==> config.mk <==
export PLATFORM = sky130hd
export DESIGN_NAME = posit_extract_pipe
export DESIGN_NICKNAME = d
export VERILOG_FILES = /design/src/rtl/posit_extract_pipe.sv
export SDC_FILE = /design/constraint.sdc
export NUM_CORES = 1
export LEC_CHECK = 0
export BUFFER_PORTS_ARGS = -buffer_cell sky130_fd_sc_hd__buf_2
export CAP_MARGIN = 20
export CELL_PAD_IN_SITES_DETAIL_PLACEMENT = 1
export CELL_PAD_IN_SITES_GLOBAL_PLACEMENT = 2
export CORE_UTILIZATION = 34
export CTS_CLUSTER_DIAMETER = 120
export CTS_CLUSTER_SIZE = 20
export DETAILED_ROUTE_END_ITERATION = 8
export GPL_ROUTABILITY_DRIVEN = 0
export PLACE_DENSITY_LB_ADDON = 0.1
export SYNTH_ARGS = -nofsm -noshare
export SYNTH_HDL_FRONTEND = slang
export SYNTH_SLANG_ARGS = --single-unit
==> constraint.sdc <==
create_clock -name clk -period 14.4 [get_ports clk]
set_input_delay 1.44 -clock clk [delete_from_list [all_inputs] [get_ports clk]]
set_output_delay 1.44 -clock clk [all_outputs]
set_load 0.05 [all_outputs]
==> src/rtl/posit_extract_pipe.sv <==
// rtl/posit_extract_pipe.sv - three-stage elastic posit decoder (sign, flags, scale, fraction, magnitude, tag).
// Optional counters: define POSIT_EXTRACT_STATS_EN to add stat_words/stat_zero/stat_inf.
module posit_extract_pipe #(
   parameter int NBITS   = 32,
   parameter int ES      = 3,
   parameter int SCALE_W = 9,
   parameter int TAG_W   = 8
) (
   input  logic                  clk,
   input  logic                  reset,
   input  logic                  in_valid,
   output logic                  in_ready,
   input  logic [NBITS-1:0]      in_data,
   input  logic [TAG_W-1:0]      in_tag,
   output logic                  out_valid,
   input  logic                  out_ready,
   output logic                  out_sign,
   output logic                  out_zero,
   output logic                  out_inf,
   output logic [SCALE_W-1:0]    out_scale,
   output logic [NBITS-ES-4:0]   out_frac,
   output logic [NBITS-2:0]      out_abs,
`ifdef POSIT_EXTRACT_STATS_EN
   output logic [31:0]           stat_words,
   output logic [15:0]           stat_zero,
   output logic [15:0]           stat_inf,
`endif
   output logic [TAG_W-1:0]      out_tag
);
   localparam int FW        = NBITS - ES - 3;
   localparam int MW        = $clog2(NBITS);
   localparam int KW        = MW + 1;
   localparam int MAX_SCALE = (NBITS - 1) * (1 << ES) + (1 << ES) - 1;

   if (MAX_SCALE > (1 << (SCALE_W - 1)) - 1 || NBITS < 8 || NBITS > 64 || ES > 4) begin : g_param_check
      $error("posit_extract_pipe: SCALE_W too small or NBITS/ES out of range");
   end

   logic v1_q, v2_q, v3_q;
   logic ld1, ld2, ld3;

   // A stage may load when it is empty or its successor is moving.
   assign ld3       = ~v3_q | out_ready;
   assign ld2       = ~v2_q | ld3;
   assign ld1       = ~v1_q | ld2;
   assign in_ready  = ld1;
   assign out_valid = v3_q;

   logic             s1_sign_d, s1_zero_d, s1_inf_d;
   logic [NBITS-1:0] s1_neg;
   logic [NBITS-2:0] s1_abs_d;
   logic             s1_sign_q, s1_zero_q, s1_inf_q;
   logic [NBITS-2:0] s1_abs_q;
   logic [TAG_W-1:0] s1_tag_q;

   always_comb begin
      s1_neg    = -in_data;
      s1_sign_d = in_data[NBITS-1];
      s1_zero_d = (in_data == '0);
      s1_inf_d  = in_data[NBITS-1] & (in_data[NBITS-2:0] == '0);
      s1_abs_d  = in_data[NBITS-1] ? s1_neg[NBITS-2:0] : in_data[NBITS-2:0];
   end

   logic          s2_r;
   logic          s2_run;
   logic [MW-1:0] s2_m_d, s2_rw_d;
   logic [KW-1:0] s2_k_d;

   always_comb begin
      s2_r   = s1_abs_q[NBITS-2];
      s2_run = 1'b1;
      s2_m_d = '0;
      for (int i = NBITS - 2; i >= 0; i--) begin
         if (s2_run && (s1_abs_q[i] == s2_r)) s2_m_d = s2_m_d + MW'(1);
         else                                  s2_run = 1'b0;
      end
      s2_k_d  = s2_r ? (KW'(s2_m_d) - KW'(1)) : -KW'(s2_m_d);
      s2_rw_d = (s2_m_d == MW'(NBITS - 1)) ? MW'(NBITS - 1) : s2_m_d + MW'(1);
   end

   logic             s2_sign_q, s2_zero_q, s2_inf_q;
   logic [NBITS-2:0] s2_abs_q;
   logic [TAG_W-1:0] s2_tag_q;
   logic [KW-1:0]    s2_k_q;
   logic [MW-1:0]    s2_rw_q;

   logic [NBITS-2:0]          s3_shifted;
   logic [SCALE_W-1:0]        s3_e;
   logic signed [SCALE_W-1:0] s3_k_ext;
   logic [SCALE_W-1:0]        s3_scale_d;
   logic [FW-1:0]             s3_frac_d;

   // After the regime (always >= 2 bits) the low two shifted bits are padding.
   always_comb begin
      s3_shifted = s2_abs_q << s2_rw_q;
      s3_e       = '0;
      for (int i = 0; i < ES; i++) s3_e = {s3_e[SCALE_W-2:0], s3_shifted[NBITS-2-i]};
      s3_k_ext   = SCALE_W'($signed(s2_k_q));
      s3_scale_d = SCALE_W'(s3_k_ext <<< ES) + s3_e;
      s3_frac_d  = FW'(s3_shifted >> 2);
      if (s2_zero_q | s2_inf_q) begin
         s3_scale_d = '0;
         s3_frac_d  = '0;
      end
   end

   logic               s3_sign_q, s3_zero_q, s3_inf_q;
   logic [SCALE_W-1:0] s3_scale_q;
   logic [FW-1:0]      s3_frac_q;
   logic [NBITS-2:0]   s3_abs_q;
   logic [TAG_W-1:0]   s3_tag_q;

   always_ff @(posedge clk or posedge reset) begin
      if (reset) begin
         v1_q <= 1'b0; v2_q <= 1'b0; v3_q <= 1'b0;
         s1_sign_q <= 1'b0; s1_zero_q <= 1'b0; s1_inf_q <= 1'b0;
         s1_abs_q  <= '0;   s1_tag_q  <= '0;
         s2_sign_q <= 1'b0; s2_zero_q <= 1'b0; s2_inf_q <= 1'b0;
         s2_abs_q  <= '0;   s2_tag_q  <= '0;   s2_k_q <= '0; s2_rw_q <= '0;
         s3_sign_q <= 1'b0; s3_zero_q <= 1'b0; s3_inf_q <= 1'b0;
         s3_scale_q <= '0;  s3_frac_q <= '0;   s3_abs_q <= '0; s3_tag_q <= '0;
      end else begin
         if (ld1) begin
            v1_q <= in_valid;
            if (in_valid) begin
               s1_sign_q <= s1_sign_d; s1_zero_q <= s1_zero_d; s1_inf_q <= s1_inf_d;
               s1_abs_q  <= s1_abs_d;  s1_tag_q  <= in_tag;
            end
         end
         if (ld2) begin
            v2_q <= v1_q;
            if (v1_q) begin
               s2_sign_q <= s1_sign_q; s2_zero_q <= s1_zero_q; s2_inf_q <= s1_inf_q;
               s2_abs_q  <= s1_abs_q;  s2_tag_q  <= s1_tag_q;
               s2_k_q    <= s2_k_d;    s2_rw_q   <= s2_rw_d;
            end
         end
         if (ld3) begin
            v3_q <= v2_q;
            if (v2_q) begin
               s3_sign_q  <= s2_sign_q;  s3_zero_q <= s2_zero_q; s3_inf_q <= s2_inf_q;
               s3_scale_q <= s3_scale_d; s3_frac_q <= s3_frac_d;
               s3_abs_q   <= s2_abs_q;   s3_tag_q  <= s2_tag_q;
            end
         end
      end
   end

   assign out_sign  = s3_sign_q;
   assign out_zero  = s3_zero_q;
   assign out_inf   = s3_inf_q;
   assign out_scale = s3_scale_q;
   assign out_frac  = s3_frac_q;
   assign out_abs   = s3_abs_q;
   assign out_tag   = s3_tag_q;

`ifdef POSIT_EXTRACT_STATS_EN
   logic [31:0] stat_words_q;
   logic [15:0] stat_zero_q, stat_inf_q;
   logic        out_fire;

   assign out_fire = v3_q & out_ready;

   always_ff @(posedge clk or posedge reset) begin
      if (reset) begin
         stat_words_q <= '0;
         stat_zero_q  <= '0;
         stat_inf_q   <= '0;
      end else if (out_fire) begin
         stat_words_q <= stat_words_q + 32'd1;
         if (s3_zero_q && stat_zero_q != 16'hFFFF) stat_zero_q <= stat_zero_q + 16'd1;
         if (s3_inf_q && stat_inf_q != 16'hFFFF)   stat_inf_q  <= stat_inf_q + 16'd1;
      end
   end

   assign stat_words = stat_words_q;
   assign stat_zero  = stat_zero_q;
   assign stat_inf   = stat_inf_q;
`endif
endmodule

# Word level (Yosys, flattened, before mapping)
# Index checks and enable logic that the tools add are counted.
word_totals:
  output_inout_bits: 79
  latch_bits: 0
  reg_bits: 175
  memories: 0
  ram_bits: 0
  mem_bits_ro: 0
op_classes:
  shift: 1
  add_sub_neg: 34
  n_bitwise: 8
  n_div: 0
  n_eq_ne: 31
  reduce_logical: 34
  n_mul: 0
  n_mux: 64
  order_cmp: 0
op_table:
  columns: ["op", "count"]
  rows:
  - ["5-bit by 1-bit adder with 5-bit output, second input constant", 30]
  - ["5-bit two-way mux", 30]
  - ["32-bit zero test", 1]
  - ["31-bit zero test", 1]
  - ["31-bit two-way mux", 1]
  - ["31-bit negator", 1]
  - ["31-bit by 5-bit << shifter with 31-bit output", 1]
  - ["1-bit equality test", 30]
  - ["1-bit logical AND", 29]
  - ["1-bit two-way mux", 29]
  - ["26-bit two-way mux", 1]
  - ["9-bit by 3-bit adder with 9-bit output", 1]
  - ["9-bit two-way mux", 1]
  - ["6-bit two-way mux", 1]
  - ["5-bit negator with 6-bit output", 1]
  - ["2-bit AND reduction", 3]
  - ["5-bit by 1-bit subtractor with 6-bit output, second input constant", 1]
  - ["5-bit equality test, second input constant", 1]
  - ["1-bit bitwise OR", 4]
  - ["1-bit NOT", 3]
  - ["2-bit two-way mux", 1]
  - ["1-bit AND", 1]

# Logic depth before layout (Yosys ltp)
depth:
  depth_word: 62
  depth_mapped: 75
  ltp_nobuf: 69

# Worst setup path after synthesis
# No wires, ideal clock.
synth_timing:
  path_kind: "register to register"
  from: "register s1_abs_q[30]"
  to: "register s2_rw_q[3]"
  arrival_ps: 13985
  required_time_ps: 14279
  path_stages_with_launch: 72
  setup_slack_ps: 294
  cell_sequence: "dfrtp_1 -> buf_6 -> buf_4 -> buf_4 -> buf_2 -> buf_2 -> buf_1 -> clkbuf_1 -> clkbuf_1 -> clkbuf_1 -> a31oi_1 -> ha_1 -> a21o_1 -> ha_1 -> nand3b_1 -> and2_1 -> ha_1 -> nor2_1 -> (+36 left out) -> ha_1 -> o211ai_1 -> o211ai_1 -> o21ai_0 -> inv_1 -> ha_1 -> nand2_1 -> or3_4 -> xor2_1 -> xnor3_1 -> xnor3_2 -> a21oi_1 -> o21ai_1 -> or2_1 -> o221ai_1 -> xnor3_2 -> a311o_1 -> a22o_1"
synth_between:
  elab_chain_cells: 62
synth_lines:
  columns: ["element", "line_no", "rtl"]
  rows:
  - ["start, declared", "53", "logic [NBITS-2:0] s1_abs_q;"]
  - ["start signal, assigned", "127", "s1_abs_q <= s1_abs_d; s1_tag_q <= in_tag;"]
  - ["1-bit equality test", "74", "if (s2_run && (s1_abs_q[i] == s2_r)) s2_m_d = s2_m_d + MW'(1);"]
  - ["2-bit two-way mux or 1-bit two-way mux (tied branches)", "74", null]
  - ["5-bit by 1-bit adder with 5-bit output or 1-bit logical AND (tied branches)", "74", null]
  - ["5-bit two-way mux or 1-bit two-way mux (tied branches)", "74", null]
  - ["5-bit by 1-bit adder with 5-bit output or 1-bit logical AND (tied branches)", "74", null]
  - ["5-bit two-way mux or 1-bit two-way mux (tied branches)", "74", null]
  - ["5-bit by 1-bit adder with 5-bit output or 1-bit logical AND (tied branches)", "74", null]
  - ["5-bit two-way mux or 1-bit two-way mux (tied branches)", "74", null]
  - ["(+46 left out)", null, null]
  - ["5-bit by 1-bit adder with 5-bit output or 1-bit logical AND (tied branches)", "74", null]
  - ["5-bit two-way mux or 1-bit two-way mux (tied branches)", "74", null]
  - ["5-bit by 1-bit adder with 5-bit output or 1-bit logical AND (tied branches)", "74", null]
  - ["5-bit two-way mux or 1-bit two-way mux (tied branches)", "74", null]
  - ["5-bit by 1-bit adder with 5-bit output or 1-bit logical AND (tied branches)", "74", null]
  - ["5-bit two-way mux *", "74", null]
  - ["5-bit by 1-bit adder with 5-bit output or 5-bit equality test (tied branches)", "78", "s2_rw_d = (s2_m_d == MW'(NBITS - 1)) ? MW'(NBITS - 1) : s2_m_d + MW'(1);"]
  - ["5-bit two-way mux *", "78", null]
  - ["end signal, assigned", "135", "s2_k_q <= s2_k_d; s2_rw_q <= s2_rw_d;"]
  - ["end, declared", "85", "logic [MW-1:0] s2_rw_q;"]
# Mark *: on every way between the ends. The rest lies on a longest branch, timed or not.
# A chain may end at the register's enable or synchronous reset.

# Worst setup path after layout
layout_timing:
  from: "register s1_abs_q[29]"
  to: "register s2_rw_q[3]"
layout_between:
  elab_chain_cells: 62
layout_lines:
  columns: ["element", "line_no"]
  rows:
  - ["1-bit equality test *", "74"]
  - ["2-bit two-way mux or 1-bit two-way mux (tied branches)", "74"]
  - ["5-bit by 1-bit adder with 5-bit output or 1-bit logical AND (tied branches)", "74"]
  - ["5-bit two-way mux or 1-bit two-way mux (tied branches)", "74"]
  - ["5-bit by 1-bit adder with 5-bit output or 1-bit logical AND (tied branches)", "74"]
  - ["5-bit two-way mux or 1-bit two-way mux (tied branches)", "74"]
  - ["5-bit by 1-bit adder with 5-bit output or 1-bit logical AND (tied branches)", "74"]
  - ["5-bit two-way mux or 1-bit two-way mux (tied branches)", "74"]
  - ["(+46 left out)", null]
  - ["5-bit by 1-bit adder with 5-bit output or 1-bit logical AND (tied branches)", "74"]
  - ["5-bit two-way mux or 1-bit two-way mux (tied branches)", "74"]
  - ["5-bit by 1-bit adder with 5-bit output or 1-bit logical AND (tied branches)", "74"]
  - ["5-bit two-way mux or 1-bit two-way mux (tied branches)", "74"]
  - ["5-bit by 1-bit adder with 5-bit output or 1-bit logical AND (tied branches)", "74"]
  - ["5-bit two-way mux *", "74"]
  - ["5-bit by 1-bit adder with 5-bit output or 5-bit equality test (tied branches)", "78"]
  - ["5-bit two-way mux *", "78"]
# Marks and branches as above.

==> metrics.md <==
| Metric | Value |
|---|---|
| Largest stage delay on the critical path | `510 ps` |
| Layout area overhead | `13.46%` |
| Startpoint types | `register` |
| Fin. Hold Viols | `0` |
| Max Root-Sink Buffers | `2` |
| Hpwl dp | `30,830 µm` |
| Post-synth top area cell | `dfrtp_1` |
| DRT Pass-1 Iters | `4` |
| Synth Area in Simple Gates | `0.2146` |
| Setup_tns | `0 ps` |
| Crit share post-route | `0.9318` |
| Max-slew headroom | `0.3145` |
| Die Area | `38,630 µm²` |
| Compound-Gate Fraction of Synth Area | `0.1886` |
| Synth Flop Type | `dfrtp_1` |
| Post-Synth XOR/XNOR Area | `0.08070` |
| Non-Filler Instances | `2,085` |
| Most common cell after layout, fill and taps aside | `nand2_1` |
| Fraction of the mapped netlist area in adder cells | `0.03150` |
| VDD IR max | `85.13 µV` |
| Core area | `36,960 µm²` |
| CTS Root Cell | `clkbuf_16` |
| Initial Utilization | `0.3482` |
| Worst Tran Pin Value | `1028 ps` |
| Vias/cell | `5.417` |
| Power Dens Cells | `186.3 nW/µm²` |
| First-pass GRT wire length | `65,200 µm` |
| Clock Skew | `16.04 ps` |
| CP most frequent cell | `ha_1` |
| Number of cells on the worst hold path | `2` |
| Final WS setup | `981.9 ps` |
| Kind of critical path | `register to register` |
| Die H | `196.5 µm` |
| Critical Path AT | `13,760 ps` |
| Die W | `196.5 µm` |
| Leading cell types in the layout, fill and taps excluded | `nand2_1, dfrtp_1, buf_2, o21ai_0, nor2_1` |
| DR DRC count | `0` |
| WL/cell | `19.34 µm` |
| Asr flop ratio synth | `1.000` |
| Layout Nets | `1,642` |
| Post-synthesis cell type count | `95` |
| Avg Cell Area, Syn | `8.602 µm²` |
| CTS Buf Count | `17` |
| Min cycle time layout | `13,420 ps` |
| Dominant cells by area after synthesis | `dfrtp_1, nand2_1, mux2_2` |
| Clock transition at path regs | `80 ps` |
| CTS Sinks | `175` |
| Post-synth EDFFs | `0` |
| GRT Total Usage | `0.2135` |
| Post-Syn Nets | `1,570` |
| Hold_buf cts | `0` |
| Worst R2R Path Depth | `63` |
| Top cell type's share of synthesized area | `0.3403` |
| Post-synthesis mux area share | `0.1070` |
| H-tree levels | `4` |
| Worst skew pair latency | `450 ps` |
| Share of cells above drive strength 1 | `0.1935` |
| Crit path max fanout | `8` |
| Worst min-delay path category | `register to register` |
| Site Rows | `70` |
| Via count | `11,290` |
| Synth Instances | `1,496` |
| Fmax | `74.53 MHz` |
| Vias in the first global route | `11,460` |
| Final ANT Viol Nets | `0` |
| Largest net degree at the start of global routing | `77` |
| Status | `complete, no violations` |
| CTS tree | `yes` |
| Initial antenna violation count | `0` |
| Routed WL | `40,320 µm` |
| Sequential fraction of the synthesis area | `0.3403` |
| Syn Std Cell Area | `12,870 µm²` |
| Initial drt markers | `496` |
| Antenna cells | `0` |
| Final setup fails | `0` |
| YS warnings | `0` |
| Required time worst endpoint | `14,740 ps` |
| Synthesis-stage register bit count | `175` |
| Placed instance count | `2,047` |
| Setup crit end kind | `register` |
| Main combinational cell family by area after synthesis | `simple AND/OR/NAND/NOR gates` |
| Leakage Power | `6.426 nW` |
| Pins Over Slew Limit | `0` |
| Max Cap Violations | `0` |
| I/O pin total | `123` |
| PortBufs | `122` |
| Place WS | `-27.65 ps` |
| Slowest CP cell | `xnor3_2` |
| Fin util | `0.3950` |
| Gr ovfl total | `0` |
| Fillers | `4,440` |
## power by group
group | switching (mW) | internal [mW] | total [mW] | leakage, nW
Sequential | 0.151 | 0.629 | 0.780 | 2.18
Combinational | 0.950 | 0.507 | 1.46 | 3.95
Clock | 0.229 | 0.253 | 0.483 | 0.300
Total | 1.33 | 1.39 | 2.72 | 6.43
## routing by layer
| metal | track usage | up-vias | part of all wire |
|---|---|---|---|
| met4 | 0.04138 | 0 | 0.011 |
| li1 | - | 5501 | - |
| met1 | 0.3057 | 5622 | 0.50 |
| met5 | 0 | - | 0 |
| met2 | 0.3487 | 146 | 0.46 |
| met3 | 0.02173 | 25 | 0.021 |
## path summary, 6_finish.rpt
kind	slack (ps)	end	startpoint
setup / recovery	980	s2_rw_q[3]$_DFFE_PP0P_	s1_abs_q[29]$_DFFE_PP0P_
hold / removal	460	s2_tag_q[3]$_DFFE_PP0P_	s1_tag_q[3]$_DFFE_PP0P_
setup reg to reg	980	s2_rw_q[3]$_DFFE_PP0P_	s1_abs_q[29]$_DFFE_PP0P_
hold reg to reg	460	s2_tag_q[3]$_DFFE_PP0P_	s1_tag_q[3]$_DFFE_PP0P_
max in group asynchronous	12140	s1_abs_q[30]$_DFFE_PP0P_	reset
min in group asynchronous	1040	out_tag[5]$_DFFE_PP0P_	reset
## critical path, delay by kind of cell (launching register included)
| family | cells | cell delay [ps] |
|---|---|---|
| compound gates | 26 | 4740 |
| mux | 2 | 470 |
| buf+inv | 1 | 30 |
| simple gates | 19 | 3130 |
| fa+ha+maj | 10 | 3030 |
| flops | 1 | 450 |
| xor+xnor | 5 | 1400 |
## Yosys cell counts, types with 6 or more instances
cell,n
buf_1,9
or2_2,11
nor3_1,22
and4_1,6
nor3b_1,6
ha_1,30
nor2b_1,11
buf_2,7
dfrtp_1,175
a31oi_1,6
clkbuf_1,67
inv_1,31
mux2i_1,42
nand2_1,294
a21oi_1,68
a211oi_1,25
o31ai_1,14
o21ai_0,118
mux4_2,10
xnor3_1,7
a21o_1,6
and3_1,13
xnor2_1,39
nand3b_1,7
nor2_1,77
nand3_1,36
mux2_2,65
xor2_1,43
and2_1,26
nor4_1,7
a221o_1,6
a22oi_1,10
o22ai_1,18
nand2b_1,20
o211ai_1,10
a22o_1,21
or3_1,24
## stage by stage
step / hold slack, ps / area (µm²) / total power, mW
after global placement: 445.1 / 13870 / 2.200
after floorplan: 433.1 / 12870 / 1.839
final: 462.2 / 14600 / 2.720
after detailed placement: 454.8 / 13870 / 2.225
after global routing: 493.6 / 14600 / 2.912
after CTS: 459.8 / 14480 / 2.719
## kinds of logic after synthesis
logic type / after synthesis
flip-flops: 175
AO/OA/AOI/OAI: 368
AND/OR/NAND/NOR: 587
multiplexers: 117
adder cells (fa/ha/maj): 33
XOR/XNOR: 96
buffers and inverters: 120
## flip-flops by register name (all words and copies together), names as in the netlist, 5 cells and up
signal	count
s2_k_q	6
s2_abs_q	31
s1_tag_q	8
out_scale	9
s2_rw_q	5
s2_tag_q	8
s1_abs_q	31
out_tag	8
out_frac	26
out_abs	31
## layout make-up
cell class	count	area, µm²	share of cell area
multi-input combinational	1201	8104	0.5551
sequential	175	4380	0.3000
timing repair buffer	141	753.2	0.05159
tap	504	630.6	0.04319
clock buffer	18	439.2	0.03008
clock inverter	14	167.7	0.01148
inverter	32	125.1	0.008570
## repair_timing
action / CTS / global route
gates resized for setup: 1 / 17
pin swaps: 0 / 3
setup endpoints to repair: 7 / 10
setup buffers: 0 / 6
Note: power is estimated with default switching activity, not from simulation.
